===== src/rtl/usb_rx_bit_timer.sv =====
// USB 1.1 receive bit timer. It resynchronises the bit phase on every D+ edge,
// NRZI-decodes the line and drops stuffed bits before they reach the byte shift register.
module usb_rx_bit_timer #(
    parameter int unsigned CLKS_PER_BIT = 8,
    parameter int unsigned SAMPLE_POINT = 3,
    parameter int unsigned STUFF_LEN    = 6
) (
    input  logic clk,
    input  logic n_rst,
    input  logic d_plus_sync,
    input  logic d_minus_sync,
    input  logic enable,
    output logic serial_out,
    output logic shift_strobe,
    output logic byte_received,
    output logic eop,
    output logic stuff_err
);
    localparam int unsigned PHASE_W = (CLKS_PER_BIT > 1) ? $clog2(CLKS_PER_BIT) : 1;
    localparam int unsigned ONES_W  = $clog2(STUFF_LEN + 1);
    localparam int unsigned BIT_W   = 3;

    logic [PHASE_W-1:0] phase_q, phase_d;
    logic               last_dp_q, last_dp_d;
    logic               prev_level_q, prev_level_d;
    logic [BIT_W-1:0]   bit_cnt_q, bit_cnt_d;
    logic [ONES_W-1:0]  ones_cnt_q, ones_cnt_d;
    logic               serial_out_q, serial_out_d;
    logic               shift_strobe_q, shift_strobe_d;
    logic               byte_pend_q, byte_pend_d;
    logic               byte_received_q, byte_received_d;
    logic               eop_q, eop_d;
    logic               stuff_err_q, stuff_err_d;

    logic line_edge_c;
    logic sample_c;
    logic se0_c;
    logic bit_val_c;

    assign line_edge_c = d_plus_sync != last_dp_q;
    assign sample_c    = phase_q == PHASE_W'(SAMPLE_POINT);
    assign se0_c       = !d_plus_sync && !d_minus_sync;
    assign bit_val_c   = d_plus_sync == prev_level_q;

    // Phase tracking, sampling decode and the sync clear while receive is idle.
    always_comb begin
        phase_d         = (phase_q == PHASE_W'(CLKS_PER_BIT - 1)) ? '0 : phase_q + PHASE_W'(1);
        last_dp_d       = d_plus_sync;
        prev_level_d    = prev_level_q;
        bit_cnt_d       = bit_cnt_q;
        ones_cnt_d      = ones_cnt_q;
        serial_out_d    = serial_out_q;
        shift_strobe_d  = 1'b0;
        byte_pend_d     = 1'b0;
        byte_received_d = byte_pend_q;
        eop_d           = 1'b0;
        stuff_err_d     = 1'b0;

        if (line_edge_c) begin
            phase_d = PHASE_W'(1);
        end

        if (sample_c) begin
            if (se0_c) begin
                eop_d      = 1'b1;
                bit_cnt_d  = '0;
                ones_cnt_d = '0;
            end else begin
                prev_level_d = d_plus_sync;
                if (ones_cnt_q == ONES_W'(STUFF_LEN)) begin
                    // The bit after a full run of ones is a stuffed 0, or a 1 that breaks the stuffing rule.
                    ones_cnt_d  = '0;
                    stuff_err_d = bit_val_c;
                end else begin
                    shift_strobe_d = 1'b1;
                    serial_out_d   = bit_val_c;
                    ones_cnt_d     = bit_val_c ? ones_cnt_q + ONES_W'(1) : '0;
                    bit_cnt_d      = bit_cnt_q + BIT_W'(1);
                    byte_pend_d    = bit_cnt_q == BIT_W'(7);
                end
            end
        end

        if (!enable) begin
            phase_d         = '0;
            last_dp_d       = 1'b1;
            prev_level_d    = 1'b1;
            bit_cnt_d       = '0;
            ones_cnt_d      = '0;
            serial_out_d    = 1'b1;
            shift_strobe_d  = 1'b0;
            byte_pend_d     = 1'b0;
            byte_received_d = 1'b0;
            eop_d           = 1'b0;
            stuff_err_d     = 1'b0;
        end
    end

    always_ff @(posedge clk or negedge n_rst) begin
        if (!n_rst) begin
            phase_q         <= '0;
            last_dp_q       <= 1'b1;
            prev_level_q    <= 1'b1;
            bit_cnt_q       <= '0;
            ones_cnt_q      <= '0;
            serial_out_q    <= 1'b1;
            shift_strobe_q  <= 1'b0;
            byte_pend_q     <= 1'b0;
            byte_received_q <= 1'b0;
            eop_q           <= 1'b0;
            stuff_err_q     <= 1'b0;
        end else begin
            phase_q         <= phase_d;
            last_dp_q       <= last_dp_d;
            prev_level_q    <= prev_level_d;
            bit_cnt_q       <= bit_cnt_d;
            ones_cnt_q      <= ones_cnt_d;
            serial_out_q    <= serial_out_d;
            shift_strobe_q  <= shift_strobe_d;
            byte_pend_q     <= byte_pend_d;
            byte_received_q <= byte_received_d;
            eop_q           <= eop_d;
            stuff_err_q     <= stuff_err_d;
        end
    end

    assign serial_out    = serial_out_q;
    assign shift_strobe  = shift_strobe_q;
    assign byte_received = byte_received_q;
    assign eop           = eop_q;
    assign stuff_err     = stuff_err_q;

endmodule


===== config.mk =====
export PLATFORM = sky130hd
export DESIGN_NAME = usb_rx_bit_timer
export DESIGN_NICKNAME = d
export VERILOG_FILES = /design/src/rtl/usb_rx_bit_timer.sv
export SDC_FILE = /design/constraint.sdc
export NUM_CORES = 1
export LEC_CHECK = 0
export BUFFER_PORTS_ARGS = -buffer_cell sky130_fd_sc_hd__clkbuf_2
export CAP_MARGIN = 20
export CORE_MARGIN = 2
export CORE_UTILIZATION = 55
export CTS_CLUSTER_SIZE = 25
export DETAILED_ROUTE_END_ITERATION = 10
export PLACE_DENSITY = 0.8
export SYNTH_ARGS = -nofsm -noshare
export SYNTH_HDL_FRONTEND = slang
export SYNTH_SLANG_ARGS = --single-unit

===== constraint.sdc =====
create_clock -name clk -period 2.6 [get_ports clk]
set_clock_uncertainty 0.15 [all_clocks]
set_input_delay 0.52 -clock clk [delete_from_list [all_inputs] [get_ports clk]]
set_output_delay 0.52 -clock clk [all_outputs]
set_load 0.01 [all_outputs]

==> impl_metrics.py <==
metrics = {
    "sta": {
        "period_needed_ns": 1.892,
        "timing.fmax_mhz": 528.6,
        "tightest_slew_ns": 0.4727,
        "hold_viol_final": 0,
        "finalMaxSlewViolations": 0,
        "slew-limit-headroom_pct": 68.42,
        "rsz0062_at_grt": "false",
        "period_share_pct": 72.77,
        "setup_tns_ns": 0,
        "layout_setup_ws_ns": 0.7081,
        "setup_viol": 0,
    },
    "critical_path": {
        "regToRegStartpoint": "phase_q[0]$_DFF_PN0_",
        "cpPeakStageDelay_ns": 0.41,
        "r2r_end": "ones_cnt_q[2]$_DFFE_PN0P_",
        "setup.worst_path.start": "phase_q[0]$_DFF_PN0_",
        "crit_top_cell": "ha_1",
        "r2r_slack_ns": 0.71,
        "worstPathCellList": "ha_1 > ha_1 > nor2b_1 > o21ai_0 > a22o_1",
        "worstSetupPathType": "flop to flop",
        "cp.required_ns": 2.64,
        "start_kind": "flop",
        "crit_fanout": 8,
        "cp.arrival_ns": 1.93,
        "crit_path_top_delay_cell": "nor2b_1",
        "reg2reg_depth": 5,
        "cp-end-kind": "flop",
    },
    "drt": {
        "remaining_drc_errors": 0,
        "antenna_left": 0,
        "drt-pass1-iter-count": 6,
        "wirelength_mm": 1.398,
        "vias": 592,
        "viasPerCell": 5.638,
        "drtIter0Drc": 9,
        "wl_per_cell_um": 13.31,
    },
    "placed_design": {
        "place_area_um2": 888.4,
        "dpl_worst_slack_ns": 0.7234,
        "post-place-cells": 100,
        "io_buffers": 9,
        "dpl.hpwl_mm": 1.018,
        "place.gp.congestion": 0.8394,
    },
    "cts": {
        "clock_sinks": 17,
        "cts_buffers": 3,
        "htreeDepth": 1,
        "cts_tree": "done",
        "post_cts_buffers": 0,
        "clock_latency_ns": 0.29,
        "clockBufferDepth": 2,
        "clock-root-buffer": "clkbuf_4",
        "path_clk_slew_ns": 0.10,
    },
    "grt": {
        "grt_pass1_wl_mm": 2.518,
        "grt_use_total_pct": 19.48,
        "grt.overflow.total": 0,
        "gr-usage-met1_pct": 23.90,
        "antenna_found_initial": 0,
        "grt_max_degree": 18,
        "use_met2_pct": 29.70,
        "first_global_vias": 572,
        "top_usage_layer": "met2",
        "use_met3_pct": 6.383,
    },
    "floorplan": {
        "die_area_um2": 1843,
        "die_w_um": 42.93,
        "die_h_um": 42.93,
        "core.rowCount": 14,
        "core_area_um2": 1454,
        "start_util_pct": 57.31,
        "design.portCount": 10,
    },
    "power": {
        "power_leakage_nw": 0.4628,
        "share_comb_of_total_power_pct": 9.8,
        "internal_power_mw": 0.3490,
        "peakVddDrop_v": 0.0003775,
        "clkPwrFrac_pct": 30.3,
        "p_sw_mw": 0.1167,
        "switching_share_pct": 25.05,
        "p_per_area_nw_per_um2": 503.0,
        "p_seq_share_pct": 59.8,
    },
    "min_path": {
        "min_path_cells": 1,
        "hp-class": "flop to flop",
        "hold_end": "byte_received$_DFF_PN0_",
        "hold_start": "byte_pend_q$_DFF_PN0_",
    },
    "layout": {
        "area_growth_pct": 11.11,
        "n_antenna_cell": 0,
        "final_cells": 105,
        "nets": 102,
        "final_util_pct": 63.68,
        "design_area_um2": 925.9,
        "n_fill_cell": 119,
        "drive_gt1_share_pct": 21.35,
    },
    "synth": {
        "ys_seq_area_share_pct": 51.50,
        "synth_area_per_cell_um2": 10.82,
        "synth.distinct_cells": 33,
        "synth_edf_count": 0,
        "ys_ff_latch": 17,
        "synth_nets": 89,
        "yosys_warnings": 0,
        "synthArstFlopShare_pct": 100.0,
        "synthFlopType": "dfrtp_1",
        "synth_cells": 77,
        "syn_area_um2": 833.3,
    },
    "run_status": {
        "status": "completed",
    },
    "job": {
        "drv_cap": 0,
    },
}
## per-layer routing
layer  part of all wire (%)  wire (um)
met1                     47        663
met2                     47        657
met3                    4.1         58
met4                    1.4         19
met5                      0          0
## repair_timing
action	4_1_cts	5_1_grt
endpoints found under the setup margin	0	0
gates resized for setup	0	0
hold buffers	1	0
hold endpoints to repair	14	0
## through the flow
step | power (mW) | hold slack [ns]
after floorplan | 0.3125 | 0.07441
after global placement | 0.3270 | 0.3092
after detailed placement | 0.3281 | 0.3108
after CTS | 0.4692 | 0.3466
after global routing | 0.4871 | 0.3710
final | 0.4657 | 0.3317
## cells in the mapped netlist, types with 2 or more instances
cell type / count / area (um^2)
and2_1: 3 / 18.77
dfrtp_1: 14 / 350.3
inv_1: 2 / 7.510
a22o_1: 2 / 17.52
ha_1: 7 / 87.58
nand2b_1: 3 / 18.77
nor2_1: 5 / 18.77
nand2_1: 9 / 33.78
a21oi_1: 2 / 10.01
nor3b_1: 2 / 15.01
dfstp_2: 3 / 78.83
a22oi_1: 2 / 15.01
o21ai_1: 3 / 15.01
## how the worst max path moves through the flow
stage,end,depth (start not counted)
after global placement,ones_cnt_q[2]$_DFFE_PN0P_,5
after CTS,ones_cnt_q[2]$_DFFE_PN0P_,5
after floorplan,ones_cnt_q[2]$_DFFE_PN0P_,6
after detailed placement,ones_cnt_q[2]$_DFFE_PN0P_,5
after global routing,ones_cnt_q[2]$_DFFE_PN0P_,5
final,ones_cnt_q[2]$_DFFE_PN0P_,5
## registers in the layout, indices dropped and copies added, names as in the netlist
signal and flops:
serial_out 1, last_dp_q 1, byte_pend_q 1, stuff_err 1
eop 1, bit_cnt_q 3, prev_level_q 1, byte_received 1
phase_q 3, ones_cnt_q 3, shift_strobe 1
## cell families after synthesis
logic type      count (synthesis)  synth area share [%]
simple gates                   30                 19.07
flops                          17                 51.50
compound gates                 16                 14.11
fa+ha+maj                       7                 10.51
buf+inv                         5                 2.551
xor+xnor                        1                 1.051
mux                             1                 1.201
## critical path, delay by kind of cell (launching register included)
family / cells / cell delay, ns
adders and majority gates: 2 / 0.46
AOI/OAI and AO/OA: 2 / 0.38
DFF: 1 / 0.39
and+or+nand+nor: 1 / 0.41
## placed cells by master (no fill, tap or decap), types with 3 or more instances in the layout
master,synthesis,final
and2_1,3,3
clkbuf_2,1,9
dfstp_2,3,3
nor2_1,5,5
nand2b_1,3,3
ha_1,7,7
clkbuf_4,0,3
nand2_1,9,9
o21ai_1,3,3
dfrtp_1,14,14
## cell type report
| class | count | area, um^2 | area share [%] |
|---|---|---|---|
| clock buffer | 3 | 22.52 | 2.432 |
| clock inverter | 1 | 5.005 | 0.5405 |
| inverter | 3 | 11.26 | 1.216 |
| multi-input combinational | 55 | 382.9 | 41.35 |
| sequential | 17 | 429.2 | 46.35 |
| tap | 16 | 20.02 | 2.162 |
| timing repair buffer | 10 | 55.05 | 5.946 |
## power by group through the flow
stage          combinational [mW]  clock [mW]  sequential, mW
2_1_floorplan              0.0300           0           0.283
3_3_place_gp               0.0439           0           0.283
3_5_place_dp               0.0443           0           0.284
4_1_cts                    0.0460       0.145           0.279
5_1_grt                    0.0538       0.153           0.280
6_report                   0.0458       0.141           0.279
Power figures use the tool's default switching activity.
